<file path="src/rtl/dma_mch_rf.sv">
// Multi-channel DMA register file: CPU register port, per-channel start/busy/done
// handshake and buffer-descriptor shadow registers. Optional IRQ via DMA_RF_IRQ_EN.
module dma_mch_rf #(
  parameter int NUM_CH  = 4,
  parameter int ADDR_WD = 32,
  parameter int DATA_WD = 32,
  parameter int LEN_WD  = 12
) (
  input  logic                      clk_i,
  input  logic                      rstn_i,
  input  logic                      core_req_i,
  output logic                      core_gnt_o,
  input  logic                      core_we_i,
  input  logic [ADDR_WD-1:0]        core_addr_i,
  input  logic [DATA_WD-1:0]        core_wdata_i,
  output logic [DATA_WD-1:0]        core_rdata_o,
  output logic                      core_rvalid_o,
  output logic [NUM_CH-1:0]         start_ch_req_o,
  input  logic [NUM_CH-1:0]         start_ch_ack_i,
  input  logic [NUM_CH-1:0]         ch_done_i,
  input  logic [2:0]                bd_ch_i,
  input  logic [2:0]                bd_cs_i,
  input  logic [DATA_WD-1:0]        bd_info_i,
  input  logic                      bd_update_i,
  output logic [NUM_CH*ADDR_WD-1:0] bd_addr_o,
  output logic [NUM_CH*ADDR_WD-1:0] src_addr_o,
  output logic [NUM_CH*ADDR_WD-1:0] dst_addr_o,
  output logic [NUM_CH*LEN_WD-1:0]  data_length_o,
  output logic [NUM_CH-1:0]         bd_last_o,
  output logic                      irq_o
);

  localparam logic [2:0] REG_CH_CTRL = 3'd0;
  localparam logic [2:0] REG_BD_ADDR = 3'd1;
  localparam logic [2:0] REG_BD_CTRL = 3'd2;
  localparam logic [2:0] REG_SRC     = 3'd3;
  localparam logic [2:0] REG_DST     = 3'd4;
  localparam logic [2:0] REG_STAT    = 3'd5;

  localparam logic [2:0] CS_CTRL = 3'd1;
  localparam logic [2:0] CS_SRC  = 3'd2;
  localparam logic [2:0] CS_DST  = 3'd3;
  localparam logic [2:0] CS_BD   = 3'd4;

  logic [2:0]         ch_s;
  logic [2:0]         reg_s;
  logic               rd_s;
  logic               wr_s;
  logic [NUM_CH-1:0]  ch_sel_s;
  logic               unused_addr_s;

  logic [NUM_CH-1:0]  start_q, start_d;
  logic [NUM_CH-1:0]  busy_q, busy_d;
  logic [NUM_CH-1:0]  done_q, done_d;
  logic [NUM_CH-1:0]  ie_q, ie_d;
  logic [ADDR_WD-1:0] bd_addr_q [NUM_CH];
  logic [ADDR_WD-1:0] bd_addr_d [NUM_CH];
  logic [ADDR_WD-1:0] src_q [NUM_CH];
  logic [ADDR_WD-1:0] src_d [NUM_CH];
  logic [ADDR_WD-1:0] dst_q [NUM_CH];
  logic [ADDR_WD-1:0] dst_d [NUM_CH];
  logic [DATA_WD-1:0] bd_ctrl_q [NUM_CH];
  logic [DATA_WD-1:0] bd_ctrl_d [NUM_CH];
  logic [DATA_WD-1:0] rd_word_s [NUM_CH];
  logic [DATA_WD-1:0] rdata_q, rdata_d;
  logic               rvalid_q;
  logic               irq_q, irq_d;

  assign ch_s          = core_addr_i[7:5];
  assign reg_s         = core_addr_i[4:2];
  assign rd_s          = core_req_i & ~core_we_i;
  assign wr_s          = core_req_i & core_we_i;
  assign unused_addr_s = ^{core_addr_i[ADDR_WD-1:8], core_addr_i[1:0]};

  assign core_gnt_o     = 1'b1;
  assign core_rdata_o   = rdata_q;
  assign core_rvalid_o  = rvalid_q;
  assign start_ch_req_o = start_q;
  assign irq_o          = irq_q;

  // Out-of-range channel indices never match, so their reads return 0 and writes drop.
  for (genvar g = 0; g < NUM_CH; g++) begin : g_ch
    assign ch_sel_s[g]                         = (ch_s == 3'(g));
    assign bd_addr_o[g*ADDR_WD +: ADDR_WD]     = bd_addr_q[g];
    assign src_addr_o[g*ADDR_WD +: ADDR_WD]    = src_q[g];
    assign dst_addr_o[g*ADDR_WD +: ADDR_WD]    = dst_q[g];
    assign data_length_o[g*LEN_WD +: LEN_WD]   = bd_ctrl_q[g][LEN_WD-1:0];
    assign bd_last_o[g]                        = bd_ctrl_q[g][21];
  end

  // Per-channel read word selection
  always_comb begin
    for (int n = 0; n < NUM_CH; n++) begin
      rd_word_s[n] = {DATA_WD{1'b0}};
      case (reg_s)
        REG_CH_CTRL: rd_word_s[n] = DATA_WD'({ie_q[n], start_q[n]});
        REG_BD_ADDR: rd_word_s[n] = DATA_WD'(bd_addr_q[n]);
        REG_BD_CTRL: rd_word_s[n] = bd_ctrl_q[n];
        REG_SRC:     rd_word_s[n] = DATA_WD'(src_q[n]);
        REG_DST:     rd_word_s[n] = DATA_WD'(dst_q[n]);
        REG_STAT:    rd_word_s[n] = DATA_WD'({done_q[n], busy_q[n]});
        default:     rd_word_s[n] = {DATA_WD{1'b0}};
      endcase
    end
  end

  // Read data capture: the response is updated only on a read request
  always_comb begin
    rdata_d = {DATA_WD{1'b0}};
    for (int n = 0; n < NUM_CH; n++) begin
      rdata_d = rdata_d | ({DATA_WD{ch_sel_s[n]}} & rd_word_s[n]);
    end
    if (!rd_s) begin
      rdata_d = rdata_q;
    end else begin
      rdata_d = rdata_d;
    end
  end

  // Channel state next-state: CPU effects first, internal events overwrite them
  always_comb begin
    start_d   = start_q;
    busy_d    = busy_q;
    done_d    = done_q;
    ie_d      = ie_q;
    bd_addr_d = bd_addr_q;
    src_d     = src_q;
    dst_d     = dst_q;
    bd_ctrl_d = bd_ctrl_q;
    for (int n = 0; n < NUM_CH; n++) begin
      if (wr_s && ch_sel_s[n] && (reg_s == REG_CH_CTRL)) begin
`ifdef DMA_RF_IRQ_EN
        ie_d[n] = core_wdata_i[1];
`else
        ie_d[n] = 1'b0;
`endif
        if (core_wdata_i[0] && !busy_q[n] && !start_q[n]) begin
          start_d[n] = 1'b1;
        end else begin
          start_d[n] = start_q[n];
        end
      end else begin
        ie_d[n] = ie_q[n];
      end

      if (start_ch_ack_i[n]) begin
        start_d[n] = 1'b0;
        busy_d[n]  = 1'b1;
      end else if (ch_done_i[n]) begin
        busy_d[n]  = 1'b0;
      end else begin
        busy_d[n]  = busy_q[n];
      end

      if (ch_done_i[n]) begin
        done_d[n] = 1'b1;
      end else if (wr_s && ch_sel_s[n] && (reg_s == REG_STAT) && core_wdata_i[1]) begin
        done_d[n] = 1'b0;
      end else begin
        done_d[n] = done_q[n];
      end

      if (wr_s && ch_sel_s[n] && (reg_s == REG_BD_ADDR)) begin
        bd_addr_d[n] = ADDR_WD'(core_wdata_i);
      end else begin
        bd_addr_d[n] = bd_addr_q[n];
      end

      if (bd_update_i && (bd_ch_i == 3'(n))) begin
        case (bd_cs_i)
          CS_CTRL: bd_ctrl_d[n] = bd_info_i;
          CS_SRC:  src_d[n]     = ADDR_WD'(bd_info_i);
          CS_DST:  dst_d[n]     = ADDR_WD'(bd_info_i);
          CS_BD:   bd_addr_d[n] = ADDR_WD'(bd_info_i);
          default: bd_ctrl_d[n] = bd_ctrl_q[n];
        endcase
      end else begin
        bd_ctrl_d[n] = bd_ctrl_q[n];
      end
    end

`ifdef DMA_RF_IRQ_EN
    irq_d = |(done_q & ie_q);
`else
    irq_d = 1'b0;
`endif
  end

  // State registers
  always_ff @(posedge clk_i or negedge rstn_i) begin
    if (!rstn_i) begin
      start_q  <= {NUM_CH{1'b0}};
      busy_q   <= {NUM_CH{1'b0}};
      done_q   <= {NUM_CH{1'b0}};
      ie_q     <= {NUM_CH{1'b0}};
      rdata_q  <= {DATA_WD{1'b0}};
      rvalid_q <= 1'b0;
      irq_q    <= 1'b0;
      for (int n = 0; n < NUM_CH; n++) begin
        bd_addr_q[n] <= {ADDR_WD{1'b0}};
        src_q[n]     <= {ADDR_WD{1'b0}};
        dst_q[n]     <= {ADDR_WD{1'b0}};
        bd_ctrl_q[n] <= {DATA_WD{1'b0}};
      end
    end else begin
      start_q   <= start_d;
      busy_q    <= busy_d;
      done_q    <= done_d;
      ie_q      <= ie_d;
      rdata_q   <= rdata_d;
      rvalid_q  <= rd_s;
      irq_q     <= irq_d;
      bd_addr_q <= bd_addr_d;
      src_q     <= src_d;
      dst_q     <= dst_d;
      bd_ctrl_q <= bd_ctrl_d;
    end
  end

endmodule

</file>
<file path="config.mk">
export PLATFORM = sky130hd
export DESIGN_NAME = dma_mch_rf
export DESIGN_NICKNAME = d
export VERILOG_FILES = /design/src/rtl/dma_mch_rf.sv
export SDC_FILE = /design/constraint.sdc
export NUM_CORES = 1
export LEC_CHECK = 0
export CORE_MARGIN = 2
export CORE_UTILIZATION = 40
export CTS_CLUSTER_SIZE = 30
export DETAILED_ROUTE_END_ITERATION = 8
export PLACE_DENSITY = 0.68
export SLEW_MARGIN = 5
export SYNTH_ARGS = -nofsm -noshare
export SYNTH_HDL_FRONTEND = slang
export SYNTH_SLANG_ARGS = --single-unit
</file>
<file path="constraint.sdc">
create_clock -name clk_i -period 1.72 [get_ports clk_i]
set_input_delay 0.172 -clock clk_i [delete_from_list [all_inputs] [get_ports clk_i]]
set_output_delay 0.172 -clock clk_i [all_outputs]
set_load 0.03 [all_outputs]
</file>
* After elaboration in Yosys (flattened, before gate mapping)
Index checks and enable logic that the tools add are counted.
** Storage, ports and cells
- Input port bits :: 115
- Logic and storage cells :: 174
- Output and inout port bits :: 475
- Register bits :: 557
** Operators by class
- Equality and inequality tests :: 15
- Reduce and logical (&&, ||, !) cells :: 75
- Bitwise operators :: 10
- Mux-type cells :: 44
** Operators by type and width (count)
- case mux 32 bit (6 select lines) :: 4
- 2-to-1 mux 32 bit :: 12
- AND 32 bit :: 4
- bitwise OR 32 bit :: 3
- logical AND 1 bit :: 32
- AND reduction 2 bit :: 16
- nonzero test 2 bit :: 16
- 2-to-1 mux 1 bit :: 28
- == test 3 x 2 -> 1 bit, second input constant :: 8
- == test 3 x 1 -> 1 bit, second input constant :: 4
- == test 3 bit, second input constant :: 3
- zero test 3 bit :: 3
- zero test 1 bit :: 8
- AND 1 bit :: 2
- NOT 1 bit :: 1

* Depth between registers and ports, before layout
- Depth in word-level cells :: 6
- Depth in mapped cells :: 9

* Worst setup path after synthesis
No wires, ideal clock.
- Path kind :: in2reg
- From :: in core_addr_i[2]
- To :: reg rdata_q[31], in the netlist core_rdata_o[31]
- Arrival :: 1.557 ns
- Path buffers :: 2
- Required time :: 1.599 ns
- Cell stages on the path :: 7
- Slack :: 0.042 ns
- Path through :: buf_6 clkbuf_1 mux2i_1 nor3_1 a2111oi_0 nand3_1 a22o_1
** On the way
- Cells in the longest elaborated chain, start to end :: 6
** RTL lines
- start, declared :: RTL line 14 : input logic [ADDR_WD-1:0] core_addr_i,
- == test 3 bit (tied with other cells) :: RTL line 95 : case (reg_s)
- case mux 32 bit (6 select lines) :: RTL line 95
- AND 32 bit :: RTL line 111 : rdata_d = rdata_d | ({DATA_WD{ch_sel_s[n]}} & rd_word_s[n]);
- bitwise OR 32 bit (2 in series) :: RTL line 111
- bitwise OR 32 bit * :: RTL line 111
- end signal, assigned :: RTL line 196 : rdata_q <= {DATA_WD{1'b0}};
- end signal, assigned :: RTL line 210 : rdata_q <= rdata_d;
- end, declared :: RTL line 65 : logic [DATA_WD-1:0] rdata_q, rdata_d;
Mark *: on every way between the ends. The rest lies on a longest branch, timed or not.
A chain may end at the register's enable or synchronous reset.

* Final worst setup path
- From :: reg bd_addr_q, in the netlist bd_addr_o[73]
- To :: out bd_addr_o[73]
** RTL lines
- start, declared :: RTL line 56 : logic [ADDR_WD-1:0] bd_addr_q [NUM_CH];
- start signal, assigned by index :: RTL line 200 : bd_addr_q[n] <= {ADDR_WD{1'b0}};
- start signal, assigned :: RTL line 213 : bd_addr_q <= bd_addr_d;
- end, declared :: RTL line 25 : output logic [NUM_CH*ADDR_WD-1:0] bd_addr_o,
No word-level cell between the ends.

==> run summary <==
Routability-driven placement finished with a final weighted congestion of 0.922. Of the synthesized area, sequential elements account for 52.3%. The combined area of all synthesized cells is 0.0267 mm².

The cell area after placement is 0.0350 mm². The total power density per cell area came out at 1120 mW/mm². TritonCTS built the clock tree. The data arrival time of the critical path came out at 1530 ps. The starting utilization of the core area came out at 40.5%. From left edge to right edge, the die measures 262 µm. By startpoint and endpoint, the worst setup path is classified as flip-flop to output port. The number of standard cells after synthesis came out at 2,208. In this run the critical register-to-register path is launched from src_addr_o[63]. Setup slack closes at 16.8 ps. The post-route setup TNS came out at 0 ps. The timing-limited maximum frequency is 0.587 GHz. The number of top-level design ports is 590. The number of clock buffers inserted by TritonCTS is 60. The largest driver fanout on the critical path came out at 3. The maximum vdd ir drop is 0.757 mV. The number of hold-slack violations in the final timing report is 0.

The most common cell in the synthesized netlist is sky130_fd_sc_hd__dfrtp_1. The number of global-route vias before repair came out at 22,500. Once detail routing completed, the nets flagged for antenna violations numbered 0. The slowest stage of the critical path is the sky130_fd_sc_hd__clkdlybuf4s15_1 cell. The later pin in the worst-skew pair is clocked with a latency of 630 ps. The end-of-flow core utilization came out at 55.5%. The worst setup slack before clock tree synthesis came out at -669 ps. The number of vias per cell after detailed routing came out at 5.94. The count of routing violations after the opening detailed-route iteration came out at 2,535. The biggest area contributor in the post-synthesis netlist is sky130_fd_sc_hd__dfrtp_1.

Detailed placement finished with a half-perimeter wire length of 78,700 µm. The cell row count is 94. The share of synthesized flip-flops with an asynchronous set or reset is 100%. After synthesis, the cell types taking the most area are sky130_fd_sc_hd__dfrtp_1 (52%), sky130_fd_sc_hd__mux2_2 (17%), sky130_fd_sc_hd__mux2i_1 (8.9%). The area growth from synthesis to layout is 37.0%.

The depth of the worst register-to-register path came out at 6. The final count of pins violating max slew is 0. Setup violations remaining at the end of the flow were counted as 0. Walking the worst path, the cells encountered are clkdlybuf4s15_1.

In this run the static leakage power is 19.0 nW. The count of state elements after synthesis is 557. Each instance of the synthesized netlist takes up on average 12.1 µm². The DRC violation count after routing is 0. The number of iterations in the first detailed-routing pass came out at 6. The overall routed net length came out at 109,000 µm. In this run the register-to-register setup slack is 80 ps. The number of synthesized flops with an enable pin came out at 0. The tool flagged a number of max-cap violations equal to 0.

The fraction of post-synthesis cell area in the top cell type by area came out at 52.3%. The portion of the clock cycle consumed by the worst path in the final layout is 99.0%. In this design, the largest share of critical-path delay is due to buffers and inverters. The via count came out at 22,300. The total area inside the core boundary comes to 0.0659 mm².

After the flow finishes, the layout carries non-filler instances totaling 3,745. The placed instance count came out at 3,624. The total chip power is 41.0 mW. The slew at the pin with the worst max-slew slack is 878 ps. Counting instances in the post-synthesis netlist gives the leading cell types as sky130_fd_sc_hd__dfrtp_1 (557), sky130_fd_sc_hd__mux2_2 (411), sky130_fd_sc_hd__mux2i_1 (236). The shortest period the worst path allows is 1700 ps. The last element of the critical path is bd_addr_o[73].

The die covers 0.0687 mm². The most critical setup path has its startpoint at bd_addr_o[73]. The total global routing overflow came out at 0.

For this design, the sink count on the clock tree is 557. The largest net degree at the start of global routing is 76. In this run the critical register-to-register path is captured at core_rdata_o[31]. The cell depth of the worst setup path is 1. The netlist uses 57 different library cells.

Global routing used 30.9% of the available tracks across all layers. The critical path endpoint category is an output port. The count of warnings emitted by yosys is 0. The number of buffers between clock root and the deepest sink came out at 3. The smallest hold slack is 30.6 ps.

On the worst path, the slowest cell contributes a delay of 500 ps. The flip-flop cell with the highest count after synthesis is sky130_fd_sc_hd__dfrtp_1. The clock tree root driver cell is sky130_fd_sc_hd__clkbuf_16. The global-route wire length before repair is 155,000 µm. The post-synth net total is 2,323. The worst clock skew came out at 21.7 ps. The y dimension of the die came out at 262 µm. STA puts the critical path data required time at 1550 ps. In the final layout, the share of cells above drive strength 1 is 28.1%. The count of buffers inserted at the top-level ports is 561. Setup repair after global routing could not meet its margin everywhere.

The count of H-tree levels built during CTS is 2. Measured against its own limit, the worst slew margin works out to 41.3%. The initial antenna violation count was 7. The type of origin of the critical path is a flip-flop. The net count reported at finish came out at 2,942.

The run finished with clean final reports. The tightest min-delay check is of the primary input to async pin type. Summing all non-filler instances in the final layout gives an area of 0.0365 mm². The count of buffering cells on the critical path with inverters included came out at 1. The average wire per standard cell came out at 29.1 µm. The number of filler instances in the final layout is 5,651. Clock-pin slew was measured on the worst setup and hold paths at 60 ps.
==> cell families after synthesis <==
kind of cell | Yosys count | share of synthesized area [%]
mux | 650 | 26.4
flops | 557 | 52.3
compound gates | 402 | 9.95
simple gates | 342 | 6.51
buf+inv | 255 | 4.83
other cells | 2 | 0.0282
==> worst register-to-register path: stages (launching register included) <==
cell and delay (ps):
sky130_fd_sc_hd__dfrtp_1 400, sky130_fd_sc_hd__mux2i_1 170, sky130_fd_sc_hd__nor3_1 80, sky130_fd_sc_hd__a2111oi_0 420
sky130_fd_sc_hd__buf_4 180, sky130_fd_sc_hd__nand3_1 60, sky130_fd_sc_hd__a22o_1 200
==> placed cells by master (no fill, tap or decap), types with 11 or more instances in the layout <==
cell                                n
sky130_fd_sc_hd__a22o_1            24
sky130_fd_sc_hd__mux2i_1          235
sky130_fd_sc_hd__o22a_1            23
sky130_fd_sc_hd__dlygate4sd2_1    446
sky130_fd_sc_hd__a21oi_1          146
sky130_fd_sc_hd__nand4_1           18
sky130_fd_sc_hd__nand2_2           12
sky130_fd_sc_hd__clkbuf_16         61
sky130_fd_sc_hd__dfrtp_1          557
sky130_fd_sc_hd__buf_4            161
sky130_fd_sc_hd__nor3b_1           15
sky130_fd_sc_hd__nor3_1            12
sky130_fd_sc_hd__o221ai_1          18
sky130_fd_sc_hd__clkbuf_8          16
sky130_fd_sc_hd__nor4_1            17
sky130_fd_sc_hd__clkbuf_1          16
sky130_fd_sc_hd__nand2_1           26
sky130_fd_sc_hd__o21ai_1           13
sky130_fd_sc_hd__mux2_2           411
sky130_fd_sc_hd__nor2_1           161
sky130_fd_sc_hd__a22oi_1          104
sky130_fd_sc_hd__nand3b_1          25
sky130_fd_sc_hd__clkdlybuf4s15_1   23
sky130_fd_sc_hd__o22ai_1           42
sky130_fd_sc_hd__buf_12            83
sky130_fd_sc_hd__nand3_1           14
sky130_fd_sc_hd__clkdlybuf4s50_1   81
sky130_fd_sc_hd__o21ai_0           11
==> registers in the layout, indices dropped and copies added, names as in the netlist <==
| signal | count |
|---|---|
| bd_last_o | 4 |
| src_addr_o | 128 |
| core_rvalid_o | 1 |
| data_length_o | 48 |
| busy_q | 4 |
| core_rdata_o | 32 |
| dst_addr_o | 128 |
| done_q | 4 |
| start_ch_req_o | 4 |
| bd_addr_o | 128 |
| bd_ctrl_q | 76 |
==> layout make-up <==
class                           count  area (µm²)  share of cell area (%)
Multi-Input combinational cell   1396       11600                    31.7
Sequential cell                   557       13900                    38.2
Inverter                            7        26.3                  0.0719
Timing Repair Buffer              805        7920                    21.7
Antenna cell                        7        17.5                  0.0480
Clock inverter                     16         151                   0.414
Clock buffer                       93        1810                    4.95
Tap cell                          864        1080                    2.96
==> where the power goes <==
part           switching, mW  internal [mW]
Clock                   5.41           7.48
Sequential              1.93           15.1
Combinational           6.93           4.17
Total                   14.3           26.7
==> routing by layer <==
| metal | routed length (µm) | vias to the layer above | track usage, % |
|---|---|---|---|
| met5 | 0 | - | 0 |
| met4 | 4940 | 0 | 13.7 |
| met3 | 8900 | 299 | 5.14 |
| met2 | 51600 | 1295 | 50.1 |
| met1 | 43400 | 11400 | 40.8 |
| li1 | - | 9301 | - |
==> repair_timing <==
item                       in CTS  in global routing
buffers inserted                4                  0
cloned                          0                  0
setup endpoints to repair     475                 21
hold buffers                    1                  0
resized for setup             492                 21
hold endpoints to repair      468                  0
pin swaps                       1                  1
==> worst min path at each step <==
stage,startpoint,endpoint,slack (ps)
6_report,rstn_i,bd_addr_o[24],30
5_1_grt,rstn_i,bd_addr_o[24],60
4_1_cts,rstn_i,bd_addr_o[24],30
3_5_place_dp,rstn_i,bd_addr_o[24],90
3_3_place_gp,rstn_i,bd_addr_o[24],100
2_1_floorplan,rstn_i,bd_addr_o[0],-120
Note: power is estimated with default switching activity, not from simulation.
